## src/rtl/mod_exp_ctrl.sv

```systemverilog
// Modular exponentiation controller: left-to-right square-and-multiply in the
// Montgomery domain. Each modular product is delegated to an external mon_prod.
// Every product has an issue phase, where mp_start pulses for one cycle, and a
// wait phase, where the controller holds until mp_stop returns.
module mod_exp_ctrl #(
  parameter int unsigned bitLen     = 64,
  parameter int unsigned countWidth = 7
) (
  input  logic              clk,
  input  logic              rst_n,
  input  logic              start,
  input  logic [bitLen-1:0] X,
  input  logic [bitLen-1:0] E,
  input  logic [bitLen-1:0] M,
  input  logic [bitLen-1:0] Rmod,
  input  logic [bitLen-1:0] R2mod,
  output logic              stop,
  output logic              err,
  output logic [bitLen-1:0] P,
  output logic              mp_start,
  output logic [bitLen-1:0] mp_A,
  output logic [bitLen-1:0] mp_B,
  output logic [bitLen-1:0] mp_M,
  input  logic              mp_stop,
  input  logic [bitLen-1:0] mp_P
);

  typedef enum logic [2:0] {
    StIdle,
    StToMont,
    StSquare,
    StMult,
    StFromMont,
    StDone
  } state_e;

  typedef enum logic {
    PhIssue,
    PhWait
  } phase_e;

  state_e                state_q, state_d;
  phase_e                phase_q, phase_d;
  logic [countWidth-1:0] idx_q, idx_d;
  logic [bitLen-1:0]     x_q, x_d;
  logic [bitLen-1:0]     e_q, e_d;
  logic [bitLen-1:0]     m_q, m_d;
  logic [bitLen-1:0]     r2_q, r2_d;
  logic [bitLen-1:0]     acc_q, acc_d;
  logic [bitLen-1:0]     xbar_q, xbar_d;
  logic [bitLen-1:0]     p_q, p_d;
  logic                  err_q, err_d;

  logic                  in_product;
  logic [bitLen-1:0]     e_shift;
  logic                  e_bit;

  assign in_product = state_q inside {StToMont, StSquare, StMult, StFromMont};

  // Current exponent bit, selected by shifting so the index width may exceed log2(bitLen).
  assign e_shift = e_q >> idx_q;
  assign e_bit   = e_shift[0];

  // State and datapath registers; reset clears everything, aborting any run.
  always_ff @(posedge clk or negedge rst_n) begin
    if (!rst_n) begin
      state_q <= StIdle;
      phase_q <= PhIssue;
      idx_q   <= '0;
      x_q     <= '0;
      e_q     <= '0;
      m_q     <= '0;
      r2_q    <= '0;
      acc_q   <= '0;
      xbar_q  <= '0;
      p_q     <= '0;
      err_q   <= 1'b0;
    end else begin
      state_q <= state_d;
      phase_q <= phase_d;
      idx_q   <= idx_d;
      x_q     <= x_d;
      e_q     <= e_d;
      m_q     <= m_d;
      r2_q    <= r2_d;
      acc_q   <= acc_d;
      xbar_q  <= xbar_d;
      p_q     <= p_d;
      err_q   <= err_d;
    end
  end

  // Next-state logic: operation sequencing and destination-register updates.
  always_comb begin
    state_d = state_q;
    phase_d = phase_q;
    idx_d   = idx_q;
    x_d     = x_q;
    e_d     = e_q;
    m_d     = m_q;
    r2_d    = r2_q;
    acc_d   = acc_q;
    xbar_d  = xbar_q;
    p_d     = p_q;
    err_d   = err_q;

    unique case (state_q)
      StIdle: begin
        if (start) begin
          if (M[0]) begin
            x_d     = X;
            e_d     = E;
            m_d     = M;
            r2_d    = R2mod;
            acc_d   = Rmod;  // Montgomery form of 1
            idx_d   = countWidth'(bitLen - 1);
            state_d = StToMont;
            phase_d = PhIssue;
          end else begin
            // Even modulus has no Montgomery inverse: report and skip all products.
            p_d     = '0;
            err_d   = 1'b1;
            state_d = StDone;
          end
        end
      end

      StDone: begin
        state_d = StIdle;
      end

      default: begin
        if (phase_q == PhIssue) begin
          phase_d = PhWait;
        end else if (mp_stop) begin
          phase_d = PhIssue;
          unique case (state_q)
            StToMont: begin
              xbar_d  = mp_P;
              state_d = StSquare;
            end
            StSquare: begin
              acc_d = mp_P;
              if (e_bit) begin
                state_d = StMult;
              end else if (idx_q != '0) begin
                idx_d   = idx_q - countWidth'(1);
                state_d = StSquare;
              end else begin
                state_d = StFromMont;
              end
            end
            StMult: begin
              acc_d = mp_P;
              if (idx_q != '0) begin
                idx_d   = idx_q - countWidth'(1);
                state_d = StSquare;
              end else begin
                state_d = StFromMont;
              end
            end
            StFromMont: begin
              p_d     = mp_P;
              err_d   = 1'b0;
              state_d = StDone;
            end
            default: ;
          endcase
        end
      end
    endcase
  end

  // Product operands; they depend only on registers that change when mp_stop is
  // accepted, so they stay stable across the whole issue and wait phases.
  always_comb begin
    mp_start = 1'b0;
    mp_A     = '0;
    mp_B     = '0;
    unique case (state_q)
      StToMont: begin
        mp_A = x_q;
        mp_B = r2_q;
      end
      StSquare: begin
        mp_A = acc_q;
        mp_B = acc_q;
      end
      StMult: begin
        mp_A = acc_q;
        mp_B = xbar_q;
      end
      StFromMont: begin
        mp_A = acc_q;
        mp_B = bitLen'(1);
      end
      default: ;
    endcase
    if (in_product && (phase_q == PhIssue)) mp_start = 1'b1;
  end

  assign mp_M = m_q;
  assign stop = (state_q == StDone);
  assign err  = err_q;
  assign P    = p_q;

endmodule

```

## config.mk

```make
export PLATFORM = sky130hd
export DESIGN_NAME = mod_exp_ctrl
export DESIGN_NICKNAME = d
export VERILOG_FILES = /design/src/rtl/mod_exp_ctrl.sv
export SDC_FILE = /design/constraint.sdc
export NUM_CORES = 1
export LEC_CHECK = 0
export BUFFER_PORTS_ARGS = -buffer_cell sky130_fd_sc_hd__clkbuf_2
export CORE_AREA = 4 4 250 252
export CTS_CLUSTER_SIZE = 14
export DETAILED_ROUTE_END_ITERATION = 12
export DIE_AREA = 0 0 254 256
export PLACE_DENSITY = 0.66
export SLEW_MARGIN = 20
export SYNTH_ARGS = -nofsm -noshare
export SYNTH_HDL_FRONTEND = slang
export SYNTH_SLANG_ARGS = --single-unit
```

## constraint.sdc

```tcl
create_clock -name clk -period 3.01 [get_ports clk]
set_input_delay 0.602 -clock clk [delete_from_list [all_inputs] [get_ports clk]]
set_output_delay 0.602 -clock clk [all_outputs]
set_load 0.01 [all_outputs]
```

# Word level (Yosys, flattened, before mapping)
# Index checks and enable logic that the tools add are counted.
# Widths: inputs -> output; s select.
[classes] n_bitwise=3 muxes=42 shifts=1 addsub=1 n_reduce_logical=22 eq_ne=9
[op_table] cell="$mux 64" count=10
[op_table] cell="$pmux 64 s2" count=3
[op_table] cell="$pmux 64 s4" count=1
[op_table] cell="$shr 64x7->1" count=1
[op_table] cell="$mux 7" count=6
[op_table] cell="$pmux 7 s2" count=2
[op_table] cell="$mux 3" count=6
[op_table] cell="$pmux 3 s4" count=1
[op_table] cell="$reduce_and 6->1" count=2
[op_table] cell="$mux 1" count=10
[op_table] cell="$reduce_bool 3->1" count=3
[op_table] cell="$reduce_and 4->1" count=2
[op_table] cell="$reduce_bool 2->1" count=4
[op_table] cell="$reduce_and 7->1" count=1
[op_table] cell="$reduce_bool 7->1" count=1
[op_table] cell="$sub 7x1->7 const B" count=1
[op_table] cell="$eq 3x2->1 const B" count=2
[op_table] cell="$eq 3x3->1 const B" count=2
[op_table] cell="$ne 2x2->1 const B" count=3
[op_table] cell="$pmux 3 s2" count=1
[op_table] cell="$reduce_and 3->1" count=2
[op_table] cell="$reduce_bool 6->1" count=1
[op_table] cell="$pmux 1 s2" count=2
[op_table] cell="$reduce_bool 4->1" count=1
[op_table] cell="other kinds (7)" count=10
[word_totals] out_inout_bits=259 inputBits=388 word_cells=89 regBits=460

# Longest topological paths before layout
[logic_depth] depth_word=7 ltp_mapped=10 ltp_nobuf=8

# Worst setup path before layout
# No wires, ideal clock.
[synth_path] kind="register to output" startpoint="register state_q[1]" endpoint="output mp_start" required_time_ns=2.408 path_stages_with_launch=8 arrival_time_ns=1.826 path_slack_ns=0.582 n_path_buf=3 path_cell_list="dfrtp_1 clkbuf_1 nor2_1 a21o_1 clkbuf_1 buf_1 nor2_1 nor2_1"
[synth_between] elab_chain_len=4 elab_cells_between_ends=7 cone_classes="eq/ne (4); mux (1); reduce/logical (2)"
[synth_rtl] item="start: declaration" line_no="42" text="state_e state_q, state_d;"
[synth_rtl] item="start signal: assignment" line_no="67" text="state_q <= StIdle;"
[synth_rtl] item="start signal: assignment" line_no="79" text="state_q <= state_d;"
[synth_rtl] item="$eq 3x1->1, or another cell as far along" line_no="58" text="assign in_product = state_q inside {StToMont, StSquare, StMult, StFromMont};"
[synth_rtl] item="$reduce_bool 4->1 (*)" line_no="58"
[synth_rtl] item="$logic_and 1x1->1 (*)" line_no="199" text="if (in_product && (phase_q == PhIssue)) mp_start = 1'b1;"
[synth_rtl] item="$mux 1 (*)" line_no="199"
[synth_rtl] item="end: declaration" line_no="20" text="output logic mp_start,"
# Mark *: on every way between the ends. The rest lies on a longest branch, timed or not.

# Worst setup path in the final report
[layout_path] startpoint="register state_q[1]" endpoint="output mp_A[57]"
[layout_between] elab_chain_len=3 elab_cells_between_ends=6 cone_classes="eq/ne (4); mux (1); reduce/logical (1)"
[layout_rtl] item="$eq 3x2->1 / $eq 3x3->1 (equally long branches)" line_no="180" text="unique case (state_q)"
[layout_rtl] item="$reduce_or 3->1 (no line)"
[layout_rtl] item="$pmux 64 s2 (*)" line_no="180"
[layout_rtl] item="end: declaration" line_no="21" text="output logic [bitLen-1:0] mp_A,"
# Marked as above.

==> impl_metrics.py <==
metrics = {
    "outcome": {
        "outcome": "finished clean",
    },
    "route": {
        "drt_wl_total_microns": 75300,
        "first_pass_iters": 6,
        "routed_via_density": 5.04,
        "ant_nets": 0,
        "wl_per_cell_microns": 20.7,
        "drc": 0,
        "dr.first_iter.drc_count": 1317,
        "vias": 18300,
    },
    "setup_path": {
        "cp-end-kind": "primary output",
        "cp-start-kind": "flip-flop",
        "crit_arrival_ns": 2.25,
        "required_ns": 2.41,
        "path_class": "reg2out",
        "cp_max_fo": 52,
    },
    "global_routing": {
        "gr-total-overflow": 0,
        "grt_start_max_net_pins": 163,
        "grt_pass1_wl_microns": 112000,
        "antenna_found_initial": 2,
        "grt_pass1_vias": 18400,
        "grt_usage_pct": 22.3,
    },
    "timing": {
        "fin_skew_ns": 0.0169,
        "worst_pin_slew_ns": 1.09,
        "hold_violations": 0,
        "final.setup.tns_ns": 0,
        "max_freq_mhz": 350,
        "setup_viol": 0,
        "rsz0062_at_grt": "no",
        "slew_headroom_pct": 27.0,
        "min_period_ns": 2.85,
        "period_share_pct": 94.8,
        "slew_violations": 0,
    },
    "synthesis": {
        "synth-adder-area-share_pct": 0.0609,
        "seq_area_frac_synth_pct": 56.1,
        "avgSynthCellArea_sq_um": 9.22,
        "netlist_area_sq_um": 20500,
        "synth_xor_area_share_pct": 0.0427,
        "synth_edf_count": 0,
        "synthesis.nets": 2615,
        "synth_cells": 2226,
        "synth_top_family_by_area": "simple AND/OR/NAND/NOR gates",
        "ys_types": 47,
        "synthMuxAreaShare_pct": 8.96,
        "synth_warnings": 0,
        "synth-compound-area-share_pct": 9.71,
        "synth_seq_cells": 460,
        "synth-async-reset-ratio_pct": 100,
        "synth_simple_gate_area_share_pct": 21.9,
        "synthFlopType": "dfrtp_1",
    },
    "cts": {
        "ctsLongestPathBuffers": 3,
        "clk_pin_slew_ns": 0.06,
        "htreeDepth": 2,
        "cts-root-buf": "clkbuf_16",
        "clock_sinks": 460,
        "clk_latency_ns": 0.58,
        "cts_tree": "built",
        "cts_buffers": 51,
    },
    "die": {
        "die_y_microns": 256,
        "io_pins": 647,
        "initial_utilization_pct": 34.1,
        "die_x_microns": 254,
        "rows": 90,
        "dieArea_sq_um": 65000,
        "core_sq_um": 60100,
    },
    "cells_and_area": {
        "nets": 3204,
        "drive_gt1_share_pct": 32.9,
        "synthToLayoutAreaGrowth_pct": 28.9,
        "num-fill-cells": 5965,
    },
    "placement": {
        "gp_congestion": 0.925,
        "dp_hpwl_microns": 54000,
        "portBuffers": 646,
    },
    "worst_hold_path": {
        "hold_path_class": "in2reg",
    },
    "pwr": {
        "leakagePower_nw": 13.9,
        "p_total_mw": 29.5,
        "ir_drop_v": 0.000629,
        "powerDensity_nw_per_um2": 1110,
    },
    "flow_run": {
        "cap_violations": 0,
    },
}
## area by class of cell
cell class / instances / area [sq um] / share of cell area (%)
multi-input cells: 1598 / 8420 / 31.8
flip-flops and latches: 460 / 11500 / 43.5
clock buffers: 76 / 1500 / 5.68
repair buffers: 700 / 3910 / 14.8
diodes: 1 / 2.50 / 0.00945
clock inverters: 16 / 119 / 0.449
inverters: 4 / 15.0 / 0.0567
well taps: 782 / 978 / 3.70
## per-stage QoR
| step | area [sq um] | hold slack (ns) | instances | setup WS, ns | utilization [%] |
|---|---|---|---|---|---|
| floorplan | 20500 | 0.306 | 2226 | 0.582 | - |
| global placement | 24800 | 0.449 | 3541 | 0.265 | 41.3 |
| detailed placement | 24800 | 0.458 | 3541 | 0.202 | 41.3 |
| CTS | 26500 | 0.163 | 3634 | 0.00250 | 44.0 |
| global route | 26500 | 0.180 | 3637 | 0.0266 | 44.0 |
| finish | 26500 | 0.215 | 3637 | 0.157 | 44.0 |
## power by group
part | switching [mW] | internal, mW | leakage, nW
Sequential | 2.16 | 9.12 | 5.68
Clock | 2.55 | 3.53 | 0.804
Combinational | 6.94 | 5.22 | 7.46
## path summary, 6_finish.rpt
path                            start  endpoint  slack, ns  depth (start not counted)
setup / recovery           state_q[1]  mp_A[57]       0.16                          5
hold / removal              R2mod[33]  r2_q[33]       0.21                          3
setup reg to reg             idx_q[0]  idx_q[1]       0.23                          7
hold reg to reg               mp_M[0]   mp_M[0]       0.47                          1
max in group asynchronous       rst_n    e_q[1]       1.42                          3
min in group asynchronous       rst_n     P[29]       0.55                          2
## cells in the mapped netlist, types with 4 or more instances
master	number	area share, %
dfrtp_1	460	56
or3_1	4	0.12
a22o_1	67	2.9
inv_1	4	0.073
and3_1	6	0.18
nand3_1	12	0.29
nor3_1	7	0.17
clkbuf_1	137	2.5
buf_1	12	0.22
a22oi_1	66	2.4
a31oi_1	64	1.9
a21oi_1	8	0.19
o21ai_0	71	1.7
mux2_2	132	7.2
mux4_2	9	0.99
nand2_1	971	18
buf_2	12	0.29
nor2b_1	5	0.15
nor2_1	134	2.4
nor3b_1	4	0.15
mux2i_1	6	0.29
## logic make-up after synthesis
kind of cell | after synthesis
DFF | 460
adders and majority gates | 1
xor gates and xnor gates | 1
AOI/OAI and AO/OA | 289
and+or+nand+nor | 1156
buffers and inverters | 168
muxes | 151
## registers in the layout (all words and copies together) (netlist names)
name	flops
acc_q	64
err	1
phase_q	1
xbar_q	64
x_q	64
P	64
e_q	64
mp_M	64
r2_q	64
state_q	3
idx_q	7
## critical path: stages (launching register included)
cell and delay [ns]:
dfrtp_4 0.54, nor2b_4 0.18, nor2b_4 0.20, buf_12 0.30, a22o_1 0.29, clkbuf_2 0.16
## layer usage
metal	GRT usage, %	up-vias	share of wire, %
met5	0	-	0.017
met2	36.5	726	49
met3	3.58	156	6.3
li1	-	8536	-
met4	8.12	2	3.6
met1	30.0	8926	41
## cells in the final DEF (no fill, tap or decap), drive strengths merged, types with 2 or more instances in the layout
| cell type | count |
|---|---|
| a22o | 67 |
| clkbuf | 721 |
| a22oi | 66 |
| nor3b | 5 |
| a221oi | 3 |
| buf | 54 |
| or4 | 2 |
| inv | 4 |
| o221ai | 2 |
| a21oi | 8 |
| o21ai | 71 |
| nand3 | 12 |
| nor2b | 5 |
| mux2i | 6 |
| mux4 | 12 |
| nor2 | 134 |
| a31oi | 64 |
| mux2 | 133 |
| clkinv | 14 |
| and3 | 7 |
| dfrtp | 460 |
| nand2 | 971 |
| or3 | 4 |
| o31ai | 3 |
| nor3 | 10 |
| or3b | 2 |
## repair_timing
| item | in CTS | in global routing |
|---|---|---|
| resized for setup | 0 | 0 |
| hold buffers | 1 | 0 |
| endpoints found under the hold margin | 47 | 0 |
| buffers inserted | 0 | 2 |
| endpoints found under the setup margin | 0 | 2 |
Power figures use the tool's default switching activity.
